### config.mk
export PLATFORM = sky130hd
export DESIGN_NAME = uart_frame_tx
export DESIGN_NICKNAME = d
export VERILOG_FILES = /design/src/rtl/uart_frame_tx.sv
export SDC_FILE = /design/constraint.sdc
export NUM_CORES = 1
export LEC_CHECK = 0
export BUFFER_PORTS_ARGS = -buffer_cell sky130_fd_sc_hd__clkbuf_2
export CAP_MARGIN = 20
export CORE_ASPECT_RATIO = 1.25
export CORE_UTILIZATION = 40
export CTS_CLUSTER_SIZE = 14
export DETAILED_ROUTE_END_ITERATION = 12
export GPL_TIMING_DRIVEN = 0
export SLEW_MARGIN = 20
export SYNTH_ARGS = -nofsm -noshare
export SYNTH_HDL_FRONTEND = slang
export SYNTH_SLANG_ARGS = --single-unit
### constraint.sdc
create_clock -name clk -period 2.25 [get_ports clk]
set_input_delay 0.225 -clock clk [delete_from_list [all_inputs] [get_ports clk]]
set_output_delay 0.225 -clock clk [all_outputs]
set_load 0.03 [all_outputs]
### src/rtl/uart_frame_tx.sv
// ============================================================================
// Module   : uart_frame_tx
// Purpose  : Frames a captured game-state payload (header, payload MSB-first,
//            optional XOR checksum when UART_FRAME_CHECKSUM_EN is defined) and
//            hands it byte-by-byte to a UART transmitter.
// Revision : 1.0 - initial release
// ============================================================================
`default_nettype none

module uart_frame_tx #(
  parameter int         NBYTES = 4,
  parameter logic [7:0] HEADER = 8'hA5
) (
  input  logic                  clk,
  input  logic                  reset,
  input  logic                  send,
  input  logic [8*NBYTES-1:0]   payload,
  input  logic                  tx_done_tick,
  output logic                  tx_start,
  output logic [7:0]            tx_data,
  output logic                  busy,
  output logic                  frame_done
);

`ifdef UART_FRAME_CHECKSUM_EN
  // One extra index bit so NBYTES=15 can still address the checksum slot (16).
  localparam int c_IDX_W = 5;
  localparam int c_LAST  = NBYTES + 1;
`else
  localparam int c_IDX_W = 4;
  localparam int c_LAST  = NBYTES;
`endif
  localparam logic [c_IDX_W-1:0] c_LAST_IDX = c_IDX_W'(c_LAST);

  typedef enum logic [1:0] {
    S_IDLE  = 2'd0,
    S_ISSUE = 2'd1,
    S_WAIT  = 2'd2
  } state_t;

  state_t               r_state;
  logic [c_IDX_W-1:0]   r_idx;
  logic [8*NBYTES-1:0]  r_shadow;
`ifdef UART_FRAME_CHECKSUM_EN
  logic [7:0]           r_csum;
`endif

  always_ff @(posedge clk) begin
    if (reset) begin
      r_state    <= S_IDLE;
      r_idx      <= '0;
      r_shadow   <= '0;
`ifdef UART_FRAME_CHECKSUM_EN
      r_csum     <= 8'h00;
`endif
      tx_start   <= 1'b0;
      tx_data    <= 8'h00;
      busy       <= 1'b0;
      frame_done <= 1'b0;
    end else begin
      tx_start   <= 1'b0;
      frame_done <= 1'b0;
      case (r_state)
        // A send coinciding with frame_done is dropped; the next cycle accepts.
        S_IDLE: begin
          if (send && !frame_done) begin
            r_shadow <= payload;
            r_idx    <= '0;
`ifdef UART_FRAME_CHECKSUM_EN
            r_csum   <= 8'h00;
`endif
            busy     <= 1'b1;
            r_state  <= S_ISSUE;
          end
        end
        S_ISSUE: begin
          tx_start <= 1'b1;
          r_state  <= S_WAIT;
          if (r_idx == '0) begin
            tx_data <= HEADER;
`ifdef UART_FRAME_CHECKSUM_EN
          end else if (r_idx == c_LAST_IDX) begin
            tx_data <= r_csum;
`endif
          end else begin
            // Shadow shifts left so the next payload byte is always on top.
            tx_data  <= r_shadow[8*NBYTES-1 -: 8];
            r_shadow <= r_shadow << 8;
`ifdef UART_FRAME_CHECKSUM_EN
            r_csum   <= r_csum ^ r_shadow[8*NBYTES-1 -: 8];
`endif
          end
        end
        S_WAIT: begin
          if (tx_done_tick) begin
            if (r_idx == c_LAST_IDX) begin
              frame_done <= 1'b1;
              busy       <= 1'b0;
              r_state    <= S_IDLE;
            end else begin
              r_idx   <= r_idx + 1'b1;
              r_state <= S_ISSUE;
            end
          end
        end
        default: r_state <= S_IDLE;
      endcase
    end
  end

endmodule

`default_nettype wire

Word level (Yosys, flattened, before mapping)
Index checks and enable logic that the tools add are counted.
- bitwise logic cells: 2
- equal/unequal tests: 8
- add/sub/neg operators: 1
- muxes and demuxes: 18
- reduce and logical (&&, ||, !) cells: 11
- operators with widths (operator ; count):
    32-bit two-way mux ; 2
    32-bit case mux with 2 select lines ; 1
    4-bit two-way mux ; 3
    2-bit != test (second input constant) ; 5
    8-bit two-way mux ; 1
    4-bit case mux with 2 select lines ; 1
    4-bit AND reduction ; 2
    1-bit two-way mux ; 6
    2-bit case mux with 3 select lines ; 1
    4-bit by 1-bit adder with 4-bit output (second input constant) ; 1
    4-bit by 3-bit == test with 1-bit output (second input constant) ; 1
    4-bit zero test ; 1
    2-bit two-way mux ; 2
    2-bit nonzero test ; 2
    3-bit AND reduction ; 1
    3-bit OR reduction ; 1
    2-bit by 1-bit == test with 1-bit output (second input constant) ; 1
    2-bit == test (second input constant) ; 1
    2-bit zero test ; 1
    1-bit inverter ; 2
    1-bit case mux with 2 select lines ; 1
    2-bit AND reduction ; 1
    1-bit logical AND ; 1
    1-bit zero test ; 1
- register bits: 49
- input port bits: 36
- word-level logic and storage cells: 47

Longest topological paths before layout
- depth in word-level cells: 4
- depth in mapped cells: 7
- gate-level depth less buffers: 5

Least setup slack after synthesis
OpenSTA, ideal clock, no wires.
- path type: reg2reg
- start: reg r_idx[0]
- end: reg r_shadow[15]
- path slack: 0.535 ns
- stages on the path, launching flop included: 8
- buffers on the path: 2
- arrival: 1.582 ns
- period minus slack after synthesis: 1.715 ns
- path through: dfxtp_1 inv_1 ha_1 or3b_2 buf_2 buf_2 a211oi_1 a311oi_1
- longest elaborated chain between the ends: 3
- RTL lines (what ; line ; RTL):
    start, declared ; 42 ; logic [c_IDX_W-1:0] r_idx;
    start signal, assigned ; 101 ; r_idx <= r_idx + 1'b1;
    4-bit zero test ; 79 ; if (r_idx == '0) begin
    2-bit != test (no source line) ; - ;
    3-bit AND reduction (no source line) ; - ;
    end signal, assigned ; 67 ; r_shadow <= payload;
    end signal, assigned ; 88 ; r_shadow <= r_shadow << 8;
    end, declared ; 43 ; logic [8*NBYTES-1:0] r_shadow;
No other way between the ends.
A chain may end at the register's enable or synchronous reset.

Worst setup path after layout
- start: reg r_idx[0]
- end: reg r_shadow[4]
Same word-level chain as after synthesis.

==> results.json <==
{
  "crit_required_ns": 2.48,
  "p_leak_uw": 0.001042,
  "min_period_ns": 2.028,
  "start_util_pct": 41.16,
  "vias": 2078,
  "final_core_util_pct": 48.94,
  "final_cells": 378,
  "syn-instance-count": 261,
  "end_kind": "register",
  "min_path_type": "in -> reg",
  "path_depth": 6,
  "whs_path_depth": 3,
  "crit_chain": "inv_1 > ha_1 > nor3b_1 > clkbuf_1 > o211ai_1 > a21oi_1",
  "drc_errors": 0,
  "ys_ff_latch": 49,
  "slew_headroom_pct": 58.73,
  "cp_top_family": "buffers and inverters",
  "cts_hold_buf": 0,
  "port_buffers": 45,
  "finalCritPeriodShare_pct": 90.15,
  "cts_setup_buffers": 0,
  "drt_pass1_iterations": 4,
  "cp_slowest_cell": "nor3b_1",
  "critPathBufInv": 2,
  "yosys_warnings": 0,
  "n_antenna_cell": 0,
  "routed_wl_um": 5721,
  "htreeDepth": 2,
  "fin_skew_ns": 0.007382,
  "layout-drive-gt1-share_pct": 23.57,
  "path_max_fanout": 10,
  "clockBufferDepth": 2,
  "ctsResizeCount": 0,
  "grt_pass1_vias": 2001,
  "maxCapViolations": 0,
  "wl_per_cell_um": 15.13,
  "path_clk_slew_ns": 0.09,
  "grt_overflow_total": 0,
  "worstHoldStart": "payload[2]",
  "synth-edff-count": 0,
  "io_pins": 47,
  "tightest_slew_ns": 0.6177,
  "std_cell_rows": 30,
  "p_per_area_nw_per_um2": 737.8,
  "grt_pass1_wl_um": 9252,
  "synth.avg_cell_area_um2": 8.524,
  "grtUsageTotal_pct": 21.05,
  "min_to": "r_shadow[2]",
  "finalSetupViolCount": 0,
  "grt_max_degree": 17,
  "clock_latency_ns": 0.31,
  "yosysSeqAreaShare_pct": 44.09,
  "dp_cells": 370,
  "antenna_found_initial": 0,
  "netlist_area_um2": 2225,
  "syn_nets": 299,
  "cts_sinks": 49,
  "place_congestion": 0.7784,
  "status": "complete, no violations",
  "critPathArrivalTime_ns": 2.26,
  "die_area_um2": 5866,
  "timing.fmax_mhz": 493.0,
  "core_um2": 5405,
  "root_buffer": "clkbuf_8",
  "die_w_um": 68.70,
  "worst_slack_ns": 0.2217,
  "worstSetupPathType": "reg -> reg",
  "max_stage_delay_ns": 0.54,
  "critPathLaunchType": "register",
  "setup_tns_ns": 0,
  "numCtsBuffers": 5,
  "grt_setup_unrepaired": "no",
  "r2r_cells": 6,
  "ys.flop_type": "dfxtp_1",
  "place_ws_ns": 0.2689,
  "synthDistinctLibCells": 31,
  "die_h_um": 85.38,
  "synthArstFlopShare_pct": 0,
  "syn2layout_area_growth_pct": 18.90,
  "vias_per_cell": 5.497,
  "slew_violations": 0,
  "reg2reg_to": "r_shadow[4]",
  "hold_violations": 0,
  "hpwlAfterDp_um": 4166,
  "rrSetupSlack_ns": 0.22,
  "irDropWorstVdd_mv": 0.3604,
  "timing.rr.start": "r_idx[0]",
  "drt.antenna.violating_nets": 0,
  "finalNetCount": 351,
  "drt-initial-drc-count": 98,
  "cts_tree": "yes"
}
-- metal layers --
layer	vias up	routed length [um]	global-route usage [%]
met5	-	0	0
met4	0	97	6.865
met3	8	273	3.898
met2	55	2835	35.92
met1	952	2514	25.95
li1	1063	-	-
-- tightest hold or removal path: stages --
cell	delay, ns
clkbuf_2	0.08
nand2_1	0.04
a21oi_1	0.05
-- synthesized netlist by cell type, types with 5 or more instances --
cell type / count / share of area, %
o211ai_1: 8 / 2.7
o21ai_0: 5 / 1.1
a21oi_1: 13 / 2.9
a311oi_1: 24 / 9.4
buf_2: 14 / 3.1
nor3_1: 5 / 1.1
nand3_1: 5 / 1.1
nor2_1: 8 / 1.3
a211oi_1: 24 / 8.1
dfxtp_1: 49 / 44
inv_1: 6 / 1.0
clkbuf_1: 11 / 1.9
nand2_1: 63 / 11
-- flip-flops by register name, indices dropped and copies added, names as in the netlist --
signal / count
tx_start: 1
frame_done: 1
r_shadow: 32
busy: 1
r_idx: 4
r_state: 2
tx_data: 8
-- worst max-delay path by stage --
stage,slack (ns),start,endpoint
floorplan,0.53,r_idx[0],r_shadow[15]
global placement,0.29,r_idx[0],r_shadow[4]
detailed placement,0.27,r_idx[0],r_shadow[4]
CTS,0.24,r_idx[0],r_shadow[4]
global route,0.07,r_idx[0],r_shadow[1]
finish,0.22,r_idx[0],r_shadow[4]
-- logic make-up (layout without fill, tap and decap cells) --
logic type / count (synthesis) / in the layout / synth area share [%]
buffers and inverters: 33 / 86 / 7.030
AND/OR/NAND/NOR: 94 / 94 / 19.52
adder cells (fa/ha/maj): 2 / 2 / 1.125
flip-flops: 49 / 49 / 44.09
AO/OA/AOI/OAI: 81 / 81 / 27.33
multiplexers: 2 / 2 / 0.8999
-- where the power goes --
part	leakage (uW)	total, uW	internal (uW)	switching [uW]
combinational	0.000585	333	130	203
sequential	0.000403	971	933	37.7
clock	0.0000543	647	333	314
-- layout make-up --
class	instances	area [um^2]
tap	64	80.08
sequential	49	980.9
multi-input combinational	179	1087
inverter	6	22.52
timing repair buffer	45	225.2
fill	589	2760
clock buffer	5	68.82
buffer	27	133.9
clock inverter	3	46.29
-- per-stage QoR --
stage                     power, uW  hold slack (ns)  area (um^2)
after floorplan                1214           0.3610         2225
after global placement         1320           0.4429         2530
after detailed placement       1323           0.4460         2530
after CTS                      1971           0.1228         2645
after global routing           2059           0.1158         2645
final                          1951           0.1312         2645
-- layout by cell type, fill, tap and decap left out, drive strengths merged, types with 2 or more instances in the layout --
master,instances
a211oi,24
or3,2
a32o,2
inv,6
nand3,5
buf,16
nor2,8
nor3,5
o211ai,8
a21oi,13
a311oi,24
clkbuf,61
nand2,63
mux2i,2
o21ai,6
nand3b,3
nor3b,2
dfxtp,49
ha,2
Note: power is estimated with default switching activity, not from simulation.
